$ cat config.mk
export PLATFORM = sky130hd
export DESIGN_NAME = wb_rr_arbiter
export DESIGN_NICKNAME = d
export VERILOG_FILES = /design/src/rtl/wb_common_pkg.sv /design/src/rtl/wb_rr_prio_enc.sv /design/src/rtl/wb_rr_arbiter.sv
export SDC_FILE = /design/constraint.sdc
export NUM_CORES = 1
export LEC_CHECK = 0
export CAP_MARGIN = 5
export CORE_AREA = 2 2 131 133
export DETAILED_ROUTE_END_ITERATION = 16
export DIE_AREA = 0 0 133 135
export DONT_BUFFER_PORTS = 1
export PLACE_DENSITY = 0.3
export SETUP_SLACK_MARGIN = 0.5
export SYNTH_ARGS = -nofsm -noshare
export SYNTH_HDL_FRONTEND = slang
export SYNTH_SLANG_ARGS = --single-unit
export TNS_END_PERCENT = 1
$ cat constraint.sdc
create_clock -name wb_clk_i -period 3 [get_ports wb_clk_i]
set_input_delay 0.3 -clock wb_clk_i [delete_from_list [all_inputs] [get_ports wb_clk_i]]
set_output_delay 0.3 -clock wb_clk_i [all_outputs]
set_load 0.01 [all_outputs]
$ cat src/rtl/wb_common_pkg.sv
// Shared Wishbone definitions: CTI/BTE codes, arbiter state type and small helper functions.
package wb_common_pkg;

  localparam logic [2:0] CTI_CLASSIC = 3'b000;
  localparam logic [2:0] CTI_CONST   = 3'b001;
  localparam logic [2:0] CTI_INC     = 3'b010;
  localparam logic [2:0] CTI_EOB     = 3'b111;

  localparam logic [1:0] BTE_LINEAR = 2'b00;
  localparam logic [1:0] BTE_WRAP4  = 2'b01;
  localparam logic [1:0] BTE_WRAP8  = 2'b10;
  localparam logic [1:0] BTE_WRAP16 = 2'b11;

  typedef enum logic {StIdle, StBusy} arb_state_e;

  function automatic int unsigned clog2(input int unsigned v);
    int unsigned r;
    r = 0;
    for (int unsigned i = 0; i < 32; i++) begin
      if ((64'd1 << i) < 64'(v)) r = i + 1;
    end
    return r;
  endfunction

  function automatic logic [3:0] onehot2bin(input logic [15:0] oh);
    logic [3:0] b;
    b = '0;
    for (int i = 0; i < 16; i++) begin
      if (oh[i]) b = b | 4'(i);
    end
    return b;
  endfunction

endpackage

$ cat src/rtl/wb_rr_prio_enc.sv
// Round-robin priority encoder: first set request at or after ptr, wrapping modulo N.
module wb_rr_prio_enc #(
  parameter int unsigned N    = 2,
  parameter int unsigned PtrW = 1
) (
  input  logic [N-1:0]    req,
  input  logic [PtrW-1:0] ptr,
  output logic [N-1:0]    gnt,
  output logic            valid
);

  int unsigned idx;
  logic        found;

  // Walking the rotated order is equivalent to rotate / find-first / unrotate.
  always_comb begin
    gnt   = '0;
    found = 1'b0;
    idx   = 0;
    for (int unsigned i = 0; i < N; i++) begin
      idx = (32'(ptr) + i) % N;
      if (!found && req[idx]) begin
        gnt[idx] = 1'b1;
        found    = 1'b1;
      end
    end
  end

  assign valid = |req;

endmodule

$ cat src/rtl/wb_rr_arbiter.sv
// N-master to 1-slave Wishbone B3 round-robin arbiter with whole-cycle locking.
// Optional slave watchdog enabled by defining WB_RR_ARBITER_TIMEOUT_EN.
module wb_rr_arbiter
  import wb_common_pkg::*;
#(
  parameter int unsigned NUM_MASTERS    = 2,
  parameter int unsigned AW             = 32,
  parameter int unsigned DW             = 32,
  parameter int unsigned TIMEOUT_CYCLES = 255
) (
  input  logic                        wb_clk_i,
  input  logic                        wb_rst_ni,
  input  logic [NUM_MASTERS*AW-1:0]   wbm_adr_i,
  input  logic [NUM_MASTERS*DW-1:0]   wbm_dat_i,
  input  logic [NUM_MASTERS*DW/8-1:0] wbm_sel_i,
  input  logic [NUM_MASTERS-1:0]      wbm_we_i,
  input  logic [NUM_MASTERS-1:0]      wbm_cyc_i,
  input  logic [NUM_MASTERS-1:0]      wbm_stb_i,
  input  logic [NUM_MASTERS*3-1:0]    wbm_cti_i,
  input  logic [NUM_MASTERS*2-1:0]    wbm_bte_i,
  output logic [NUM_MASTERS*DW-1:0]   wbm_dat_o,
  output logic [NUM_MASTERS-1:0]      wbm_ack_o,
  output logic [NUM_MASTERS-1:0]      wbm_err_o,
  output logic [NUM_MASTERS-1:0]      wbm_rty_o,
  output logic [AW-1:0]               wbs_adr_o,
  output logic [DW-1:0]               wbs_dat_o,
  output logic [DW/8-1:0]             wbs_sel_o,
  output logic                        wbs_we_o,
  output logic                        wbs_cyc_o,
  output logic                        wbs_stb_o,
  output logic [2:0]                  wbs_cti_o,
  output logic [1:0]                  wbs_bte_o,
  input  logic [DW-1:0]               wbs_dat_i,
  input  logic                        wbs_ack_i,
  input  logic                        wbs_err_i,
  input  logic                        wbs_rty_i,
  output logic [NUM_MASTERS-1:0]      grant_o
);

  localparam int unsigned SW   = DW / 8;
  localparam int unsigned PtrW = (NUM_MASTERS > 1) ? clog2(NUM_MASTERS) : 1;

  arb_state_e             state_q, state_d;
  logic [NUM_MASTERS-1:0] grant_q, grant_d;
  logic [PtrW-1:0]        ptr_q, ptr_d;
  logic [NUM_MASTERS-1:0] enc_gnt;
  logic                   enc_valid;
  logic [3:0]             owner_idx;
  logic                   to_err;
  logic                   cyc_m, stb_m, we_m;
  logic [AW-1:0]          adr_m;
  logic [DW-1:0]          dat_m;
  logic [SW-1:0]          sel_m;
  logic [2:0]             cti_m;
  logic [1:0]             bte_m;

  wb_rr_prio_enc #(
    .N    (NUM_MASTERS),
    .PtrW (PtrW)
  ) u_prio_enc (
    .req   (wbm_cyc_i),
    .ptr   (ptr_q),
    .gnt   (enc_gnt),
    .valid (enc_valid)
  );

  assign owner_idx = onehot2bin(16'(grant_q));

  always_comb begin
    state_d = state_q;
    grant_d = grant_q;
    ptr_d   = ptr_q;
    unique case (state_q)
      StIdle: begin
        if (enc_valid) begin
          grant_d = enc_gnt;
          state_d = StBusy;
        end
      end
      StBusy: begin
        if (!(|(wbm_cyc_i & grant_q))) begin
          grant_d = '0;
          state_d = StIdle;
          ptr_d   = (owner_idx == 4'(NUM_MASTERS - 1)) ? '0 : PtrW'(owner_idx + 4'd1);
        end
      end
      default: state_d = StIdle;
    endcase
  end

  always_ff @(posedge wb_clk_i or negedge wb_rst_ni) begin
    if (!wb_rst_ni) begin
      state_q <= StIdle;
      grant_q <= '0;
      ptr_q   <= '0;
    end else begin
      state_q <= state_d;
      grant_q <= grant_d;
      ptr_q   <= ptr_d;
    end
  end

  // AND-OR mux; a zero grant (idle or reset) forces every slave-side output low.
  always_comb begin
    cyc_m = 1'b0;
    stb_m = 1'b0;
    we_m  = 1'b0;
    adr_m = '0;
    dat_m = '0;
    sel_m = '0;
    cti_m = '0;
    bte_m = '0;
    for (int unsigned i = 0; i < NUM_MASTERS; i++) begin
      if (grant_q[i]) begin
        cyc_m = cyc_m | wbm_cyc_i[i];
        stb_m = stb_m | wbm_stb_i[i];
        we_m  = we_m | wbm_we_i[i];
        adr_m = adr_m | wbm_adr_i[i*AW +: AW];
        dat_m = dat_m | wbm_dat_i[i*DW +: DW];
        sel_m = sel_m | wbm_sel_i[i*SW +: SW];
        cti_m = cti_m | wbm_cti_i[i*3 +: 3];
        bte_m = bte_m | wbm_bte_i[i*2 +: 2];
      end
    end
  end

  assign wbs_cyc_o = cyc_m;
  assign wbs_stb_o = stb_m & ~to_err;
  assign wbs_we_o  = we_m;
  assign wbs_adr_o = adr_m;
  assign wbs_dat_o = dat_m;
  assign wbs_sel_o = sel_m;
  assign wbs_cti_o = cti_m;
  assign wbs_bte_o = bte_m;

  assign wbm_dat_o = {NUM_MASTERS{wbs_dat_i}};
  assign wbm_ack_o = grant_q & {NUM_MASTERS{wbs_ack_i}};
  assign wbm_err_o = grant_q & {NUM_MASTERS{wbs_err_i | to_err}};
  assign wbm_rty_o = grant_q & {NUM_MASTERS{wbs_rty_i}};
  assign grant_o   = grant_q;

`ifdef WB_RR_ARBITER_TIMEOUT_EN
  logic [15:0] cnt_q, cnt_d;
  logic        to_err_q, to_err_d;
  logic        resp, stalled;

  assign resp    = wbs_ack_i | wbs_err_i | wbs_rty_i;
  assign stalled = wbs_cyc_o & wbs_stb_o & ~resp;

  always_comb begin
    cnt_d    = cnt_q;
    to_err_d = 1'b0;
    if (state_q != StBusy || state_d != StBusy || resp) begin
      cnt_d = '0;
    end else if (stalled) begin
      if (cnt_q == 16'(TIMEOUT_CYCLES - 1)) begin
        cnt_d    = '0;
        to_err_d = 1'b1;
      end else begin
        cnt_d = cnt_q + 16'd1;
      end
    end
  end

  always_ff @(posedge wb_clk_i or negedge wb_rst_ni) begin
    if (!wb_rst_ni) begin
      cnt_q    <= '0;
      to_err_q <= 1'b0;
    end else begin
      cnt_q    <= cnt_d;
      to_err_q <= to_err_d;
    end
  end

  assign to_err = to_err_q & (state_q == StBusy);
`else
  assign to_err = 1'b0;
`endif

endmodule

-- Word level (Yosys, flattened, before mapping)
Cells that the tools add are included.
- bits in registers: 4
- input bits: 189
- output and inout port bits: 148
- logic and storage cells: 70
- $add $sub $neg: 2
- magnitude comparators: 4
- eq/ne operators: 3
- muxes and demuxes: 35
- bitwise logic cells: 15
- reductions and logical operators: 8
- operators by type and width (kind ; number):
    $mux W32 ; 4
    $or A32 B32 Y32 ; 2
    $mux W1 ; 17
    $mux W2 ; 6
    $and A2 B2 Y2 ; 4
    $mux W4 ; 2
    $mux W3 ; 2
    $lt A1 B2 Y1 const B ; 2
    $ne A2 B2 Y1 const B ; 2
    $or A2 B2 Y2 ; 2
    $or A4 B4 Y4 ; 1
    $pmux W2 S2 ; 1
    $reduce_and A2 Y1 ; 2
    $reduce_or A2 Y1 ; 2
    $logic_and A1 B1 Y1 ; 3
    $or A1 B1 Y1 ; 3
    $or A3 B3 Y3 ; 1
    $add A1 B1 Y1 const B ; 2
    $demux W1 S1 ; 2
    $ge A1 B1 Y1 const B ; 2
    $not A1 Y1 ; 2
    $pmux W1 S2 ; 1
    $eq A1 B1 Y1 const B ; 1
    $logic_not A1 Y1 ; 1

-- Logic depth before layout (Yosys ltp)
Gate-level depths: netlist of run 1.
- depth in word-level cells: 9
- mapped depth: 4
- gate-level depth less buffers: 3

-- By module
A second synthesis of run 1 with hierarchy kept.
- cell total of the unflattened synthesis: 188
- area, all modules: 1478.9 µm²
- by module, submodules not included (module ; instances ; cells each ; area an instance (µm²) ; seq. area each (µm²)):
    wb_rr_arbiter ; 1 ; 184 ; 1453.9 ; 100.1
    wb_rr_prio_enc ; 1 ; 4 ; 25.0 ; 0.0

-- Least setup slack after synthesis of run 1
Ideal clock, no wire load.
- path kind: reg-to-output
- start point: register grant_q[0], in the netlist grant_o[0]
- end point: output wbs_adr_o[24]
- arrival time: 1023 ps
- data required time: 2700 ps
- path slack: 1677 ps
- stages on the path, launching flop included: 5
- buffers on the path: 3
- cells stage by stage: dfrtp_1 -> buf_6 -> buf_6 -> buf_6 -> a22o_1
- longest elaborated chain between the ends: 3
- ends and longest elaborated chain (element ; RTL line ; source):
    start, declared ; wb_rr_arbiter.sv:44 ; logic [NUM_MASTERS-1:0] grant_q, grant_d;
    start signal, assigned ; wb_rr_arbiter.sv:98 ; grant_q <= grant_d;
    $mux W32 * ; wb_rr_arbiter.sv:114 ; if (grant_q[i]) begin
    $or A32 B32 Y32 ; wb_rr_arbiter.sv:118 ; adr_m = adr_m | wbm_adr_i[i*AW +: AW];
    $mux W32 * ; wb_rr_arbiter.sv:114 ;
    end, declared ; wb_rr_arbiter.sv:25 ; output logic [AW-1:0] wbs_adr_o,
Mark *: on every way between the ends. The rest lies on a longest branch, timed or not.

-- Worst setup path in the final report of run 1
- start point: register grant_q[0], in the netlist grant_o[0]
- end point: output wbs_dat_o[21]
- longest elaborated chain between the ends: 3
- ends and longest elaborated chain (element ; RTL line ; source):
    $mux W32 * ; wb_rr_arbiter.sv:114 ;
    $or A32 B32 Y32 ; wb_rr_arbiter.sv:119 ; dat_m = dat_m | wbm_dat_i[i*DW +: DW];
    $mux W32 * ; wb_rr_arbiter.sv:114 ;
    end, declared ; wb_rr_arbiter.sv:26 ; output logic [DW-1:0] wbs_dat_o,
Marks and branches as above.

==> out/metrics.cfg, run 1 <==
[critical_path]
cp_slowest_stage_delay_ns = 0.78
path_cells = buf_4 > a22o_1
cp.required_ns = 2.70
crit_buf_inv = 1
arrival_ns = 1.80
cp-end-kind = output port
start_kind = register
crit_type = reg -> out
cpLargestDelayFamily = flip-flops
crit_fanout = 42
slowest_stage = dfrtp_2

[placement]
hpwl_um = 4150
dp_slack_ns = 1.12
gp_congestion = 0.711
placed_cell_area_um2 = 1190
io_buffers = 0

[cells_and_area]
mostFrequentLayoutCells = a22o_1, and2_1, o21ai_0, clkbuf_16, buf_4
drive_above_1_share_pct = 8.33
final_common_cell = a22o_1
syn_to_final_growth_pct = -13.5
nFillCells = 1926
fin_area_um2 = 1280
fin_nets = 298
antenna_cells = 0

[die]
placement_rows = 47
pin_count = 337
die_area_um2 = 18000
coreArea_um2 = 16400
chipHeight_um = 135
initial_core_util_pct = 9.01
die_width_um = 133

[global_routing]
grt_use_total_pct = 4.33
grt_max_degree = 43
gr-total-overflow = 0
antenna_found_initial = 0
grt_first_pass_wirelength_um = 5880
grt_pass1_vias = 1007

[logic_synthesis]
yosys-top-cells-area = a22o_1, buf_4, dfrtp_1
synthCells = 182
synthXorXnorAreaFrac_pct = 0
avgSynthCellArea_um2 = 8.13
synth_nets = 371
synth_top_family_by_area = compound AO/OA/AOI/OAI gates
syn_area_um2 = 1480
yosysTopAreaCell = a22o_1
synth_warnings = 0
synth_mux_area_share_pct = 0
synth_compound_area_share_pct = 49.0
ys_ff_latch = 4
yosys.area_share.adder_pct = 0
synth_top_area_share_pct = 45.0
synthSimpleGateAreaFrac_pct = 4.40
ys_types = 17
yosysSeqAreaShare_pct = 6.77

[timing]
finalHoldViolCount = 0
finalCritPeriodShare_pct = 70.1
worst_pin_slew_ns = 0.671
relSlewSlack_pct = 55.3
setup_violations = 0
fin_ws_ns = 0.896
tns_ns = 0
fin_crit_ns = 2.10
slew_violations = 0
finClkSkew_ns = 0.00447
timing.fmax_ghz = 0.475
fin_hold_ws_ns = 0.233
rsz0062_at_grt = false

[power_and_ir_drop]
comb_power_share_pct = 69.0
p_switching_uw = 766
total_power_uw = 1400
p_clk_share_pct = 15.4
p_leak_uw = 0.000450
power_density_nw_per_um2 = 1100
irDropWorstVdd_mv = 0.373
switching_share_pct = 54.5
internal_power_uw = 639
seqPwrFrac_pct = 15.5

[outcome]
status = complete, no violations

[clock_tree]
path_clk_slew_ns = 0.03
clk-insertion-delay-late_ns = 0.23
htree_levels = 1
cts_tree = yes
postCtsSetupBuffers = 0
clock-root-buffer = clkbuf_16
cts_buffers = 3
cts_buffer_depth = 2
cts.sinks = 4

[drt]
vias = 1151
drcViolationCount = 0
dr.pass1.iters = 4
wl_per_cell_um = 14.9
via_per_inst = 3.51
finalWirelength_um = 4890
drtIter0Drc = 47
ant_nets = 0

[worst_hold_path]
min_path_type = in -> reg

[run]
max-cap-violations = 0

-- kinds of logic (layout without fill, tap and decap cells) --
kind of cell	after synthesis	in the layout
AO/OA/AOI/OAI	85	85
AND/OR/NAND/NOR	11	11
buffers and inverters	82	8
flip-flops	4	4
-- layout make-up --
type	count	area, um^2	area share, %
clock buffers	4	78.8	6.16
repair buffers	4	32.5	2.54
well taps	220	275	21.5
multi-input cells	96	790	61.7
flip-flops and latches	4	103	8.02
-- state kept, by name (all words and copies together) (netlist names) --
register,cells
ptr_q,1
grant_o,2
state_q,1
-- through the flow --
step,std cells,utilization [%]
after floorplan,182,-
after global placement,323,7.25
after CTS,328,7.79
after detailed placement,323,7.25
after global routing,328,7.79
final,328,7.79
-- path summary, 6_finish.rpt --
check	to	cells past startpoint	slack (ns)	startpoint
max in group asynchronous	grant_o[0]	1	2.43	wb_rst_ni
setup reg to reg	state_q	2	1.65	grant_o[0]
hold / removal	ptr_q	2	0.23	wbm_cyc_i[1]
hold reg to reg	state_q	1	0.51	state_q
setup / recovery	wbs_dat_o[21]	2	0.90	grant_o[0]
min in group asynchronous	grant_o[1]	1	0.36	wb_rst_ni
-- power by group through the flow --
stage               sequential, uW  clock, uW  combinational, uW
finish                         218        217                970
global route                   235        225               1030
CTS                            221        220                980
detailed placement             221          0                972
global placement               211          0                974
floorplan                      103          0               1110
-- repair_timing --
item | CTS | global route
endpoints found under the hold margin | 4 | 0
hold buffers | 1 | 0
endpoints found under the setup margin | 0 | 0
gates resized for setup | 0 | 0
-- routing by layer --
layer	routed length, um	global-route usage [%]	up-vias
li1	-	-	479
met1	1610	4.43	521
met2	2540	7.54	123
met3	571	1.54	28
met4	172	2.75	0
met5	0	0	-
-- synth_stat cells --
library cell,count
and2_1,6
or2b_1,1
o211ai_1,1
nor2_1,1
buf_2,15
a21oi_1,2
nand2_1,1
nand2b_1,1
nor2b_1,1
dfrtp_1,4
a21bo_2,1
buf_6,3
a31o_1,1
a22o_1,76
buf_4,64
o21ai_0,3
o21bai_1,1
No activity file was read; power rests on OpenSTA's default activity.
==> run 2, diff against run 1 <==
- clock period: 3 -> 2.1 ns (I/O delays scaled with it)
==> out/metrics.cfg, run 2 (synthesis gave the netlist of run 1 again) <==
[outcome]
status = complete, no violations

[global_routing]
antenna_found_initial = 0  ; unchanged
grt_max_degree = 45  ; +4.7%
grt_use_total_pct = 4.52  ; +0.19 points
gr-total-overflow = 0  ; unchanged
grt_first_pass_wirelength_um = 6200  ; +5.4%
grt_pass1_vias = 1035  ; +2.8%

[worst_hold_path]
min_path_type = in -> reg

[timing]
fin_hold_ws_ns = 0.148  ; -0.0849 ns
finalHoldViolCount = 0  ; unchanged
setup_violations = 0  ; unchanged
rsz0062_at_grt = true
fin_crit_ns = 1.57
tns_ns = 0  ; unchanged
finClkSkew_ns = 0.00149  ; -0.00298 ns
worst_pin_slew_ns = 0.346  ; -0.324 ns
fin_ws_ns = 0.534  ; -0.363 ns
finalCritPeriodShare_pct = 74.6
relSlewSlack_pct = 76.9  ; +22 points
slew_violations = 0  ; unchanged
timing.fmax_ghz = 0.638

[critical_path]
reg2reg_depth = 4  ; +2
endpoint = wbs_adr_o[14]
startpoint = grant_o[1]
path_cells = buf_12 > a22o_1
reg2reg_from = grant_o[0]
slowest_stage = dfrtp_2
arrival_ns = 1.36  ; -0.44 ns
crit_fanout = 41  ; -2.4%
path_depth = 2  ; unchanged
crit_type = reg -> out
start_kind = register
crit_buf_inv = 1  ; unchanged
cpLargestDelayFamily = flip-flops
cp-end-kind = output port
cp.required_ns = 1.89  ; -0.81 ns
r2r-end = grant_o[1]
cp_slowest_stage_delay_ns = 0.56  ; -0.22 ns
rrSetupSlack_ns = 0.68  ; -0.97 ns

[clock_tree]
cts_tree = yes
htree_levels = 1  ; unchanged
clock-root-buffer = clkbuf_16
cts.sinks = 4  ; unchanged
path_clk_slew_ns = 0.03  ; about the same
cts_buffers = 3  ; unchanged
cts_buffer_depth = 2  ; unchanged
clk-insertion-delay-late_ns = 0.22  ; about the same

[drt]
vias = 1170  ; +1.7%
finalWirelength_um = 5130  ; +4.8%
ant_nets = 0  ; unchanged
drcViolationCount = 0  ; unchanged
drtIter0Drc = 53  ; +13%
wl_per_cell_um = 15.6  ; +4.8%
dr.pass1.iters = 4  ; unchanged
via_per_inst = 3.57  ; +1.7%

[cells_and_area]
nFillCells = 1918  ; -0.42%
syn_to_final_growth_pct = -10.7
final_common_cell = a22o_1
largest_register_ffs = 2  ; unchanged
drive_above_1_share_pct = 9.26  ; +0.93 points
mostFrequentLayoutCells = a22o_1, and2_1, o21ai_0, clkbuf_16
antenna_cells = 0  ; unchanged
layout.cells.non_filler = 328  ; unchanged
fin_nets = 299  ; +0.34%

[die]
coreArea_um2 = 16400  ; unchanged
pin_count = 337  ; unchanged
die_area_um2 = 18000  ; unchanged
die_width_um = 133  ; unchanged
initial_core_util_pct = 9.01  ; unchanged
placement_rows = 47  ; unchanged
chipHeight_um = 135  ; unchanged

[power_and_ir_drop]
irDropWorstVdd_mv = 0.252  ; -32%
power_density_nw_per_um2 = 1600  ; +46%
p_leak_uw = 0.000465  ; +3.4%

[placement]
placed_cells = 323  ; unchanged
gp_congestion = 0.707  ; -0.66%
io_buffers = 0  ; unchanged
dp_slack_ns = 0.550  ; -0.573 ns
hpwl_um = 4180  ; +0.73%

[run]
max-cap-violations = 0  ; unchanged

[run 2: per-layer routing]
layer	part of all wire [%]	up-vias	wire length [um]	track usage, %
li1	-	480	-	-
met5	0	-	0	0
met2	53	117	2710	8.29
met4	2.9	0	151	2.39
met3	11	29	553	1.24
met1	33	544	1710	4.71
[run 2: worst min-delay path by stage]
| stage | slack (ns) | startpoint | end | cells after the start |
|---|---|---|---|---|
| detailed placement | -0.09 | wb_rst_ni | grant_o[1] | 0 |
| global placement | -0.09 | wb_rst_ni | grant_o[1] | 0 |
| global route | 0.16 | wbm_cyc_i[1] | ptr_q | 2 |
| floorplan | -0.09 | wb_rst_ni | grant_o[0] | 0 |
| CTS | 0.15 | wbm_cyc_i[1] | ptr_q | 2 |
| finish | 0.15 | wbm_cyc_i[1] | ptr_q | 2 |
[run 2: power by group]
group	switching [uW]	internal, uW
sequential	136	122
clock	52.6	243
combinational	938	621
[run 2: layout make-up]
cell class | instances | area (um^2) | share of cell area (%)
clock buffer | 3 | 75.1 | 5.68
tap | 220 | 275 | 20.8
multi-input combinational | 96 | 790 | 59.8
sequential | 4 | 105 | 7.95
timing repair buffer | 5 | 76.3 | 5.78
[run 2: metrics by stage]
stage | cell area [um^2] | power, uW | util [%]
2_1_floorplan | 1480 | 1730 | -
3_3_place_gp | 1210 | 1760 | 7.40
3_5_place_dp | 1210 | 1770 | 7.40
4_1_cts | 1320 | 2140 | 8.03
5_1_grt | 1320 | 2240 | 8.05
6_report | 1320 | 2110 | 8.05
[run 2: timing repair]
action | CTS | global route
setup buffers | 1 | 0
endpoints found under the hold margin | 4 | 0
pin swaps | 0 | 0
resized for setup | 1 | 1
endpoints found under the setup margin | 44 | 28
hold buffers | 1 | 0
[run 2: worst register-to-register path, stage by stage, from the launching register on]
cell and delay [ns]:
dfrtp_4 0.59, buf_12 0.23, a21bo_2 0.23, o211ai_1 0.14, o21ai_0 0.10
==> run 3, diff against run 2 <==
- clock period: 2.1 -> 1.6 ns (I/O delays scaled with it)
==> out/metrics.cfg, run 3 (synthesis gave the netlist of run 1 again) <==
[outcome]
status = complete, no violations

[die]
pin_count = 337  ; unchanged
die_width_um = 133  ; unchanged
die_area_um2 = 18000  ; unchanged
coreArea_um2 = 16400  ; unchanged
chipHeight_um = 135  ; unchanged
initial_core_util_pct = 9.01  ; unchanged
placement_rows = 47  ; unchanged

[run]
max-cap-violations = 0  ; unchanged

[clock_tree]
htree_levels = 1  ; unchanged
clock-root-buffer = clkbuf_16
cts_buffers = 3  ; unchanged
cts_buffer_depth = 2  ; unchanged
path_clk_slew_ns = 0.03  ; about the same
clk-insertion-delay-late_ns = 0.23  ; about the same
cts_tree = yes
cts.sinks = 4  ; unchanged

[cells_and_area]
fin_area_um2 = 1370  ; +3.3%
antenna_cells = 0  ; unchanged
mostFrequentLayoutCells = a22o_1, and2_1, buf_12
drive_above_1_share_pct = 12.7  ; +3.5 points
fin_nets = 301  ; +0.67%
largest_register_ffs = 2  ; unchanged
syn_to_final_growth_pct = -7.70
utilization_pct = 8.32  ; +0.27 points
final_common_cell = a22o_1

[timing]
worst_pin_slew_ns = 0.248  ; -0.0987 ns
tns_ns = 0  ; unchanged
rsz0062_at_grt = true
finalCritPeriodShare_pct = 82.6
slew_violations = 0  ; unchanged
relSlewSlack_pct = 83.4  ; +6.5 points
setup_violations = 0  ; unchanged
timing.fmax_ghz = 0.756
fin_ws_ns = 0.278  ; -0.256 ns
fin_crit_ns = 1.32
finClkSkew_ns = 0.00127  ; -0.000212 ns
finalHoldViolCount = 0  ; unchanged

[placement]
gp_congestion = 0.683  ; -3.3%
dp_slack_ns = 0.265  ; -0.285 ns
hpwl_um = 4640  ; +11%
io_buffers = 0  ; unchanged
placed_cell_area_um2 = 1250  ; +2.7%

[power_and_ir_drop]
power_density_nw_per_um2 = 2100  ; +31%
irDropWorstVdd_mv = 0.588  ; +130%
p_leak_uw = 0.000488  ; +5.1%

[drt]
drtIter0Drc = 20  ; -62%
drcViolationCount = 0  ; unchanged
dr.pass1.iters = 6  ; +2
vias = 1162  ; -0.68%
ant_nets = 0  ; unchanged
wl_per_cell_um = 16.2  ; +3.5%
finalWirelength_um = 5340  ; +4.2%
via_per_inst = 3.52  ; -1.3%

[global_routing]
grt_first_pass_wirelength_um = 6620  ; +6.8%
grt_use_total_pct = 5.07  ; +0.55 points
grt_max_degree = 45  ; unchanged
antenna_found_initial = 0  ; unchanged
gr-total-overflow = 0  ; unchanged
grt_pass1_vias = 1067  ; +3.1%

[critical_path]
crit_fanout = 44  ; +7.3%
arrival_ns = 1.16  ; -0.20 ns
slowest_stage = dfrtp_2
cp-end-kind = output port
cp.required_ns = 1.44  ; -0.45 ns
crit_type = reg -> out
start_kind = register
cp_slowest_stage_delay_ns = 0.44  ; -0.12 ns
path_cells = buf_12 > a22o_1

[worst_hold_path]
min_path_type = in -> reg

==> run 3: critical path: cells and delay by family, from the launching register on <==
kind,cells,cell delay (ns)
AO/OA/AOI/OAI,1,0.28
buffers and inverters,1,0.19
flip-flops,1,0.44
==> run 3: final cells by class <==
type                            count  area, um^2
Tap cell                          220         275
Clock buffer                        3        75.1
Fill cell                        1922       15000
Sequential cell                     4         103
Multi-Input combinational cell     96         807
Timing Repair Buffer                7         105
==> run 3: metal layers <==
| metal | vias to the layer above | global-route usage, % | share of wire (%) |
|---|---|---|---|
| met4 | 0 | 3.29 | 4.0 |
| li1 | 484 | - | - |
| met5 | - | 0 | 0 |
| met3 | 24 | 2.48 | 13 |
| met2 | 131 | 9.04 | 54 |
| met1 | 523 | 4.59 | 29 |
==> run 3: through the flow <==
step | hold slack (ns) | instances | total power (uW)
global route | 0.139 | 330 | 3080
floorplan | -0.136 | 182 | 2280
finish | 0.0958 | 330 | 2870
global placement | -0.135 | 324 | 2420
CTS | 0.0890 | 330 | 2910
detailed placement | -0.135 | 324 | 2440
==> run 3: power by group <==
part | switching (uW) | internal [uW] | leakage, uW
clock network | 73.5 | 320 | 0.0000370
registers | 64.8 | 156 | 0.0000448
logic | 1350 | 905 | 0.000407
==> run 3: repair_timing <==
item	in CTS	in global routing
resized for setup	3	2
hold buffers	1	0
endpoints found under the hold margin	4	0
setup buffers	2	0
setup endpoints to repair	87	86
==> run 3: path summary, 6_finish.rpt <==
kind / slack, ns / depth (start not counted) / endpoint / from
max: 0.28 / 2 / wbs_dat_o[17] / grant_o[0]
min reg2reg: 0.51 / 1 / state_q / state_q
max in group asynchronous: 1.14 / 1 / grant_o[0] / wb_rst_ni
min in group asynchronous: 0.24 / 1 / ptr_q / wb_rst_ni
min: 0.1 / 2 / ptr_q / wbm_cyc_i[1]
max reg2reg: 0.36 / 4 / grant_o[1] / grant_o[0]
